==> config.mk <==
export PLATFORM = sky130hd
export DESIGN_NAME = dp
export DESIGN_NICKNAME = d
export VERILOG_FILES = /design/src/rtl/dp_pkg.sv /design/src/rtl/dp_adder.sv /design/src/rtl/dp.sv
export SDC_FILE = /design/constraint.sdc
export NUM_CORES = 1
export LEC_CHECK = 0
export ABC_AREA = 0
export CAP_MARGIN = 5
export CORE_AREA = 2 2 86 47
export CTS_CLUSTER_DIAMETER = 50
export DETAILED_ROUTE_END_ITERATION = 7
export DIE_AREA = 0 0 88 49
export GPL_ROUTABILITY_DRIVEN = 0
export PLACE_DENSITY = 0.77
export SLEW_MARGIN = 5
export SYNTH_ARGS = -nofsm -noshare
export SYNTH_HDL_FRONTEND = slang
export SYNTH_HIERARCHICAL = 1
export SYNTH_SLANG_ARGS = --single-unit
==> constraint.sdc <==
create_clock -name clock -period 4.9 [get_ports clock]
set_input_delay 0.49 -clock clock [delete_from_list [all_inputs] [get_ports clock]]
set_output_delay 0.49 -clock clock [all_outputs]
set_load 0.005 [all_outputs]
==> src/rtl/dp_pkg.sv <==
// Shared types and constants for the dp register-transfer datapath.
package dp_pkg;

    localparam int unsigned DP_WIDTH = 8;

    typedef logic [DP_WIDTH-1:0] data_t;

    // Control strobes that the control unit will drive into the datapath.
    typedef struct packed {
        logic rz_out;
        logic ra_out;
        logic rb_out;
        logic ra_in;
        logic rb_in;
        logic rz_in;
    } ctrl_t;

endpackage

==> src/rtl/dp_adder.sv <==
// Ripple-carry adder built from a generate-chained full-adder cell.

// Single-bit full adder.
module full_adder (
    input  logic a,
    input  logic b,
    input  logic cin,
    output logic sum,
    output logic cout
);
    // Sum and carry of one bit position.
    always_comb begin
        sum  = a ^ b ^ cin;
        cout = (a & b) | (cin & (a ^ b));
    end
endmodule

// WIDTH-bit ripple-carry adder.
module rc_adder #(
    parameter int unsigned WIDTH = 8
) (
    input  logic [WIDTH-1:0] a,
    input  logic [WIDTH-1:0] b,
    input  logic             cin,
    output logic [WIDTH-1:0] sum,
    output logic             cout
);
    logic [WIDTH:0] carry;

    assign carry[0] = cin;
    assign cout     = carry[WIDTH];

    // Carry ripples from bit 0 upward.
    for (genvar i = 0; i < WIDTH; i++) begin : g_bit
        full_adder u_fa (
            .a    (a[i]),
            .b    (b[i]),
            .cin  (carry[i]),
            .sum  (sum[i]),
            .cout (carry[i+1])
        );
    end
endmodule

==> src/rtl/dp.sv <==
// Execution datapath: registers A, B, Z on one shared bus plus an immediate adder.
module dp
    import dp_pkg::*;
#(
    parameter int unsigned WIDTH = DP_WIDTH
) (
    input  logic             clock,
    input  logic             clear,
    input  logic [WIDTH-1:0] AddImmediate,
    input  logic [WIDTH-1:0] RegisterAImmediate,
    input  logic             RZout,
    input  logic             RAout,
    input  logic             RBout,
    input  logic             RAin,
    input  logic             RBin,
    input  logic             RZin,
    output logic [WIDTH-1:0] RA_q,
    output logic [WIDTH-1:0] RB_q,
    output logic [WIDTH-1:0] RZ_q,
    output logic [WIDTH-1:0] BusOut
);

    logic [WIDTH-1:0] bus;
    logic [WIDTH-1:0] sum;
    logic             carry_unused;

    // Bus source select; Z wins over A wins over B, immediate when idle.
    always_comb begin
        bus = RegisterAImmediate;
        if (RZout) begin
            bus = RZ_q;
        end else if (RAout) begin
            bus = RA_q;
        end else if (RBout) begin
            bus = RB_q;
        end
    end

    assign BusOut = bus;

    // Carry-out is dropped so the sum wraps.
    rc_adder #(.WIDTH(WIDTH)) u_adder (
        .a    (bus),
        .b    (AddImmediate),
        .cin  (1'b0),
        .sum  (sum),
        .cout (carry_unused)
    );

    // Register file: each register loads on its strobe, clear wins asynchronously.
    always_ff @(posedge clock or posedge clear) begin
        if (clear) begin
            RA_q <= '0;
            RB_q <= '0;
            RZ_q <= '0;
        end else begin
            if (RAin) RA_q <= bus;
            if (RBin) RB_q <= bus;
            if (RZin) RZ_q <= sum;
        end
    end

endmodule

# After elaboration in Yosys (flattened, before gate mapping)
# Cells that the tools add are included.
# totals
regBits	24
out_inout_bits	32
input_bits	24
# op_classes
bitwise	34
muxes	3
# ops
operator	n
$mux 8	3
$xor 1x1->1	15
$and 1x1->1	13
$or 1x1->1	6

# Depth between registers and ports, before layout
# Gate-level depths: netlist (run 1).
# depth
word_depth	17
depth_mapped	13

# By module
# Netlist (run 1), hierarchy kept.
# by_module_without_submodules
mod	cells_each	area_per_inst_um2	n_inst
dp	129	1328.8	1
full_adder	1	20.0	8

# Worst setup path after synthesis (run 1)
# Ideal clock, no wire load.
# synth_path
path_type	input -> register
from	input RBout
to	register RZ_q[7]
arrival_time_ns	4.694
setup_slack_ns	0.081
n_path_buf	1
required_ns	4.775
cell_stages	13
setup_time_ns	0.125
path_cell_list	buf_2 -> mux2_2 -> mux2i_1 -> o21ai_0 -> fa_1 -> fa_1 -> fa_1 -> fa_1 -> fa_1 -> fa_1 -> fa_1 -> fa_1 -> mux2_2
# synth_via
elab_chain_cells	17
elab_cells_between_ends	30
# synth_lines
element	line	rtl
start, declared	dp.sv:13	input logic RBout,
$mux 8	dp.sv:34	end else if (RBout) begin
$mux 8	dp.sv:32	end else if (RAout) begin
$mux 8	dp.sv:30	if (RZout) begin
named net BusOut[0]	dp.sv:20	output logic [WIDTH-1:0] BusOut
$and 1x1->1	dp_adder.sv:14	cout = (a & b) | (cin & (a ^ b));
named net u_adder.carry[1]	dp_adder.sv:28	logic [WIDTH:0] carry;
$and 1x1->1	dp_adder.sv:14	
$or 1x1->1	dp_adder.sv:14	
named net u_adder.carry[2]	dp_adder.sv:28	
[2 not listed]	-	
named net u_adder.carry[3]	dp_adder.sv:28	
[2 not listed]	-	
named net u_adder.carry[4]	dp_adder.sv:28	
[2 not listed]	-	
named net u_adder.carry[5]	dp_adder.sv:28	
$and 1x1->1	dp_adder.sv:14	
$or 1x1->1	dp_adder.sv:14	
named net u_adder.carry[6]	dp_adder.sv:28	
$and 1x1->1	dp_adder.sv:14	
$or 1x1->1	dp_adder.sv:14	
named net u_adder.carry[7]	dp_adder.sv:28	
$xor 1x1->1	dp_adder.sv:13	sum = a ^ b ^ cin;
named net sum[7]	dp.sv:24	logic [WIDTH-1:0] sum;
end signal, assigned	dp.sv:59	if (RZin) RZ_q <= sum;
end, declared	dp.sv:19	output logic [WIDTH-1:0] RZ_q,
# The timed path passes the listed nets, and every way through them passes these cells.
# A chain may end at the register's enable or synchronous reset.

# Final worst setup path (run 1)
# layout_path
from	input RBout
to	register RZ_q[7]
# layout_via
elab_chain_cells	17
elab_cells_between_ends	30
# layout_lines
element	line
$mux 8	dp.sv:34
$mux 8	dp.sv:32
$mux 8	dp.sv:30
$and 1x1->1	dp_adder.sv:14
named net u_adder.carry[1]	dp_adder.sv:28
$and 1x1->1	dp_adder.sv:14
$or 1x1->1	dp_adder.sv:14
named net u_adder.carry[2]	dp_adder.sv:28
[2 not listed]	-
named net u_adder.carry[3]	dp_adder.sv:28
[2 not listed]	-
named net u_adder.carry[4]	dp_adder.sv:28
[2 not listed]	-
named net u_adder.carry[5]	dp_adder.sv:28
$and 1x1->1	dp_adder.sv:14
$or 1x1->1	dp_adder.sv:14
named net u_adder.carry[6]	dp_adder.sv:28
$and 1x1->1	dp_adder.sv:14
$or 1x1->1	dp_adder.sv:14
named net u_adder.carry[7]	dp_adder.sv:28
$xor 1x1->1	dp_adder.sv:13
named net sum[7]	dp.sv:24
# The timed path passes the listed nets, and every way through them passes these cells.

==> impl_metrics.py, run 1 <==
metrics = {
    "worst_setup_path": {
        "cpMostUsedCell": "fa_2",
        "slowest_stage": "clkdlybuf4s50_1",
        "critPathBufInv": 1,
        "reg2reg_to": "RZ_q[7]",
        "arrival_ns": 4.88,
        "critPathMaxFanout": 3,
        "path_depth": 13,
        "startpoint_type": "primary input",
        "worstSetupPathType": "in2reg",
        "worstReg2RegStart": "RB_q[0]",
        "max_stage_delay_ns": 0.49,
        "critPathRequiredTime_ns": 5.06,
        "regToRegSetupSlack_ns": 0.55,
        "crit_family": "adder cells",
        "worstPathCellList": "clkdlybuf4s50_1 -> mux2_2 -> mux2i_1 -> o21ai_2 -> fa_1 -> fa_2 -> fa_1 -> fa_2 -> fa_2 -> fa_2 -> fa_2 -> fa_1 -> mux2_2",
        "end_kind": "flop",
        "reg2regPathDepth": 12,
    },
    "clock_network": {
        "cts_made_buffers": 3,
        "htreeDepth": 1,
        "cts_buffer_depth": 2,
        "clkLatencyLatePin_ns": 0.27,
        "clock_sinks": 24,
        "clockRootBuffer": "clkbuf_8",
        "clkTransAtPathRegs_ns": 0.09,
        "hold_buffers": 0,
        "cts_tree": "yes",
    },
    "place": {
        "dp.cells": 241,
        "placed_cell_area_um2": 2090,
        "hpwl_um": 3070,
        "port_buffers": 55,
    },
    "sta": {
        "period_needed_ns": 4.72,
        "hold_violations": 0,
        "slew_violations": 0,
        "fmax_mhz": 212,
        "skew_ns": 0.00492,
        "maxSlewHeadroom_pct": 36.5,
        "finalCritPeriodShare_pct": 96.4,
        "rsz0062_at_grt": "false",
        "worst_pin_slew_ns": 0.951,
        "final-setup-viol-count": 0,
    },
    "synthesis": {
        "synth_nets": 169,
        "netlist_instances": 137,
        "synth_area_um2": 1490,
        "yosys_warnings": 6,
        "ys_ff_latch": 24,
        "syn_area_per_cell_um2": 10.9,
        "synth_cell_types": 21,
        "ys_seq_area_share_pct": 40.3,
    },
    "routing": {
        "wl_um": 3890,
        "via_count": 1293,
        "ant_nets": 0,
        "first_pass_iters": 4,
        "wire_per_inst_um": 15.9,
        "first_iter_violations": 106,
        "drc": 0,
        "via_per_inst": 5.28,
    },
    "layout": {
        "finalNetCount": 224,
        "diodes": 0,
        "n_fill_cell": 287,
        "seqCellArea_um2": 601,
        "multi_input_area_um2": 836,
        "stdcell_area_um2": 2170,
        "areaGrowthSynthToFinish_pct": 46.1,
        "instances_no_fill": 245,
        "drive_gt1_share_pct": 17.3,
    },
    "floorplan": {
        "start_util_pct": 41.1,
        "ios": 56,
        "die_area_um2": 4310,
        "die_h_um": 49,
        "die_w_um": 88,
        "rows": 16,
        "core_area_um2": 3620,
    },
    "pwr": {
        "ir_drop_mv": 0.231,
        "switching_power_w": 0.000312,
        "p_leak_nw": 0.853,
        "pwr-share-clk_pct": 17.9,
        "p_sw_share_pct": 31.3,
        "power_frac_seq_pct": 34.3,
        "p_int_w": 0.000684,
        "p_per_area_nw_per_um2": 458,
        "power_w": 0.000996,
        "combPwrFrac_pct": 47.8,
    },
    "global_routing": {
        "grt_max_degree": 25,
        "grt_pass1_vias": 1377,
        "gr-usage-all-layers_pct": 19.8,
        "grt_pass1_wl_um": 6600,
        "grt_antenna_before_repair": 0,
        "grt-ovfl-total": 0,
    },
    "worst_hold_path": {
        "hp-start": "RZ_q[0]",
        "holdPathEnd": "RZ_q[0]",
        "min_path_type": "reg2reg",
        "holdPathStages": 1,
    },
    "job": {
        "drv_cap": 0,
    },
    "run_status": {
        "outcome": "complete, no violations",
    },
}
[logic make-up after synthesis]
kind of cell / share of synthesized area (%)
AO/OA/AOI/OAI: 18.8
adder cells (fa/ha/maj): 10.8
buffers and inverters: 4.62
flip-flops: 40.3
multiplexers: 17.5
other: 0.252
AND/OR/NAND/NOR: 7.73
[stage by stage]
step,TNS [ns],setup slack (ns),util [%],hold slack [ns]
after floorplan,0,0.0813,-,0.505
after global placement,-0.297,-0.297,57.6,0.546
after detailed placement,-0.446,-0.429,57.6,0.550
after CTS,0,0.00244,59.7,0.570
after global routing,0,0.0195,60.0,0.598
final,0,0.178,60.0,0.568
[routing by layer]
layer | global-route usage, % | vias up | routed length (µm)
li1 | - | 599 | -
met1 | 29.0 | 633 | 1810
met2 | 29.8 | 54 | 1730
met3 | 5.08 | 7 | 314
met4 | 4.10 | 0 | 39
met5 | 0 | - | 0
[synth_stat cells, drive strengths merged]
| cell type | n | share of area [%] |
|---|---|---|
| a21oi | 8 | 2.7 |
| a2bb2oi | 8 | 4.7 |
| and2 | 1 | 0.42 |
| buf | 7 | 3.4 |
| clkbuf | 4 | 1.0 |
| conb | 1 | 0.25 |
| dfrtp | 24 | 40 |
| fa | 8 | 11 |
| inv | 1 | 0.25 |
| mux2 | 16 | 12 |
| mux2i | 8 | 5.4 |
| nand2 | 8 | 2.0 |
| nand2b | 5 | 2.3 |
| o21ai | 24 | 8.1 |
| o22ai | 8 | 3.4 |
| or2 | 1 | 0.42 |
| or2b | 4 | 2.0 |
| or3b | 1 | 0.59 |
[how the worst max path moves through the flow]
| stage | startpoint | to | slack [ns] |
|---|---|---|---|
| 5_1_grt | RBout | RZ_q[7] | 0.02 |
| 6_report | RBout | RZ_q[7] | 0.18 |
| 4_1_cts | RBout | RZ_q[7] | 0.002 |
| 3_3_place_gp | RBout | RZ_q[7] | -0.30 |
| 2_1_floorplan | RBout | RZ_q[7] | 0.08 |
| 3_5_place_dp | RBout | RZ_q[7] | -0.43 |
[flip-flops by register name (all words and copies together) (netlist names)]
register,flops
RA_q,8
RB_q,8
RZ_q,8
[power groups by stage]
| stage | combinational, W | clock (W) | sequential [W] |
|---|---|---|---|
| after floorplan | 0.000206 | 0 | 0.000337 |
| after global placement | 0.000452 | 0 | 0.000340 |
| after detailed placement | 0.000473 | 0 | 0.000345 |
| after CTS | 0.000479 | 0.000179 | 0.000341 |
| after global routing | 0.000527 | 0.000191 | 0.000355 |
| final | 0.000476 | 0.000178 | 0.000342 |
[layout by cell type (no fill, tap or decap), drive strengths merged, types with 6 or more instances in the layout]
cell type	count
a21oi	8
a2bb2oi	8
buf	6
clkdlybuf4s50	55
dfrtp	24
fa	8
mux2	16
mux2i	8
nand2	8
o21ai	24
o22ai	8
[area by class of cell]
| class | instances | area share, % |
|---|---|---|
| multi-input combinational | 101 | 38.4 |
| sequential | 24 | 27.6 |
| timing repair buffer | 61 | 27.4 |
| tap | 54 | 3.11 |
| clock buffer | 3 | 1.90 |
| clock inverter | 1 | 1.38 |
| inverter | 1 | 0.173 |
[what timing repair did]
item | in CTS | in global routing
cloned | 0 | 0
endpoints found under the setup margin | 1 | 1
pin swaps | 0 | 0
buffers inserted | 0 | 0
resized for setup | 3 | 4
No activity file was read; power rests on OpenSTA's default activity.
==> run 2: changes to the inputs <==
--- a/config.mk
+++ b/config.mk
@@ -7,12 +7,14 @@
 export LEC_CHECK = 0
 export ABC_AREA = 0
 export CAP_MARGIN = 5
-export CORE_AREA = 2 2 86 47
+export CELL_PAD_IN_SITES_DETAIL_PLACEMENT = 1
+export CELL_PAD_IN_SITES_GLOBAL_PLACEMENT = 1
+export CORE_AREA = 2 2 98 53
 export CTS_CLUSTER_DIAMETER = 50
 export DETAILED_ROUTE_END_ITERATION = 7
-export DIE_AREA = 0 0 88 49
+export DIE_AREA = 0 0 100 55
 export GPL_ROUTABILITY_DRIVEN = 0
-export PLACE_DENSITY = 0.77
+export PLACE_DENSITY_LB_ADDON = 0.1
 export SLEW_MARGIN = 5
 export SYNTH_ARGS = -nofsm -noshare
 export SYNTH_HDL_FRONTEND = slang
==> impl_metrics.py, run 2 (same netlist as run 1, synthesis figures left out) <==
metrics = {
    "global_routing": {
        "use_met2_pct": 29.1,
        "grt-ovfl-total": 0,
        "grt_antenna_before_repair": 0,
        "grt_pass1_wl_um": 7270,
        "grt_max_degree": 25,
        "met1_usage_pct": 23.6,
        "grt_busiest_layer": "met2",
        "gr-usage-met3_pct": 4.65,
        "grt_pass1_vias": 1429,
        "gr-usage-all-layers_pct": 17.4,
    },
    "sta": {
        "slew_violations": 0,
        "hold_violations": 0,
        "period_needed_ns": 4.76,
        "finalCritPeriodShare_pct": 97.1,
        "fmax_mhz": 210,
        "final-setup-viol-count": 0,
        "maxSlewHeadroom_pct": 33.6,
        "worst_pin_slew_ns": 0.995,
        "skew_ns": 0.00644,
        "tns_ns": 0,
        "rsz0062_at_grt": "false",
    },
    "worst_setup_path": {
        "reg2regPathDepth": 12,
        "regToRegSetupSlack_ns": 0.50,
        "critPathMaxFanout": 3,
        "startpoint_type": "primary input",
        "worstReg2RegStart": "RB_q[0]",
        "critPathRequiredTime_ns": 5.06,
        "end_kind": "flop",
        "arrival_ns": 4.92,
        "worstSetupPathType": "in2reg",
        "reg2reg_to": "RZ_q[7]",
    },
    "clock_network": {
        "clock_sinks": 24,
        "hold_buffers": 0,
        "clockRootBuffer": "clkbuf_8",
        "cts_setup_buffers": 0,
        "clkLatencyLatePin_ns": 0.27,
        "cts_made_buffers": 3,
        "cts_tree": "yes",
        "clkTransAtPathRegs_ns": 0.09,
        "cts_buffer_depth": 2,
        "htreeDepth": 1,
        "post_cts_resized": 5,
    },
    "routing": {
        "ant_nets": 0,
        "wl_um": 4340,
        "via_count": 1268,
        "via_per_inst": 5.07,
        "wire_per_inst_um": 17.3,
        "drc": 0,
        "first_pass_iters": 4,
        "first_iter_violations": 33,
    },
    "layout": {
        "finalNetCount": 223,
        "final_common_cell": "clkdlybuf4s50_1",
        "layout_common_cells": "55 x clkdlybuf4s50_1, 24 x dfrtp_1, 23 x o21ai_0",
        "drive_gt1_share_pct": 16.8,
        "areaGrowthSynthToFinish_pct": 45.0,
        "instances_no_fill": 250,
        "reg_top3": "RA_q: 8 flops, RB_q: 8 flops, RZ_q: 8 flops",
        "diodes": 0,
        "stdcell_area_um2": 2160,
    },
    "floorplan": {
        "die_area_um2": 5500,
        "core_area_um2": 4680,
        "start_util_pct": 31.8,
        "rows": 18,
        "ios": 56,
        "die_w_um": 100,
        "die_h_um": 55,
    },
    "place": {
        "dp.cells": 246,
        "placed_cell_area_um2": 2090,
        "hpwl_um": 3380,
        "port_buffers": 55,
    },
    "pwr": {
        "ir_drop_mv": 0.161,
        "p_per_area_nw_per_um2": 446,
        "p_leak_nw": 0.840,
    },
    "worst_hold_path": {
        "hp-start": "RZ_q[6]",
        "min_path_type": "reg2reg",
        "holdPathEnd": "RZ_q[6]",
        "holdPathStages": 1,
    },
    "run_status": {
        "outcome": "complete, no violations",
    },
    "job": {
        "drv_cap": 0,
    },
}
==> run 2: how the worst max path moves through the flow <==
stage / start / endpoint / slack [ns] / cells after the start
2_1_floorplan: RBout / RZ_q[7] / 0.08 / 13
3_3_place_gp: RBout / RZ_q[7] / -0.34 / 13
3_5_place_dp: RBout / RZ_q[7] / -0.42 / 13
4_1_cts: RBout / RZ_q[7] / 0.02 / 13
5_1_grt: RBout / RZ_q[7] / 0.009 / 13
6_report: RBout / RZ_q[7] / 0.14 / 13
==> run 2: metal layers <==
| layer | up-vias | routed length, µm | share of wire, % |
|---|---|---|---|
| li1 | 598 | - | - |
| met1 | 636 | 2150 | 50 |
| met2 | 32 | 1960 | 45 |
| met3 | 2 | 210 | 4.8 |
| met4 | 0 | 13 | 0.30 |
| met5 | - | 0 | 0 |
==> run 2: metrics by stage <==
stage / hold WS (ns) / worst slack (ns) / util (%) / total power, W
floorplan: 0.505 / 0.0813 / - / 0.000544
global placement: 0.551 / -0.337 / 44.6 / 0.000806
detailed placement: 0.556 / -0.419 / 44.6 / 0.000821
CTS: 0.578 / 0.0236 / 46.0 / 0.000974
global route: 0.611 / 0.00873 / 46.1 / 0.00105
finish: 0.574 / 0.140 / 46.1 / 0.000962
==> run 2: where the power goes <==
| group | total (W) | leakage (nW) | switching, W | internal [W] |
|---|---|---|---|---|
| registers | 0.000346 | 0.267 | 0.0000748 | 0.000271 |
| clock network | 0.000140 | 0.0288 | 0.0000684 | 0.0000719 |
| logic | 0.000476 | 0.545 | 0.000173 | 0.000303 |
==> run 2: critical path, stage by stage <==
cell and delay, ns:
clkdlybuf4s50_1 0.48, mux2_2 0.37, mux2i_2 0.18, o21ai_2 0.09, fa_1 0.44, fa_2 0.35
fa_2 0.34, fa_2 0.35, fa_1 0.39, fa_2 0.35, fa_1 0.38, fa_1 0.44
mux2_2 0.27
==> run 2: area by class of cell <==
class | instances | area, µm²
Clock buffer | 4 | 55.1
Multi-Input combinational cell | 101 | 837
Fill cell | 514 | 2520
Sequential cell | 24 | 601
Tap cell | 60 | 75.1
Timing Repair Buffer | 60 | 588
Inverter | 1 | 3.75
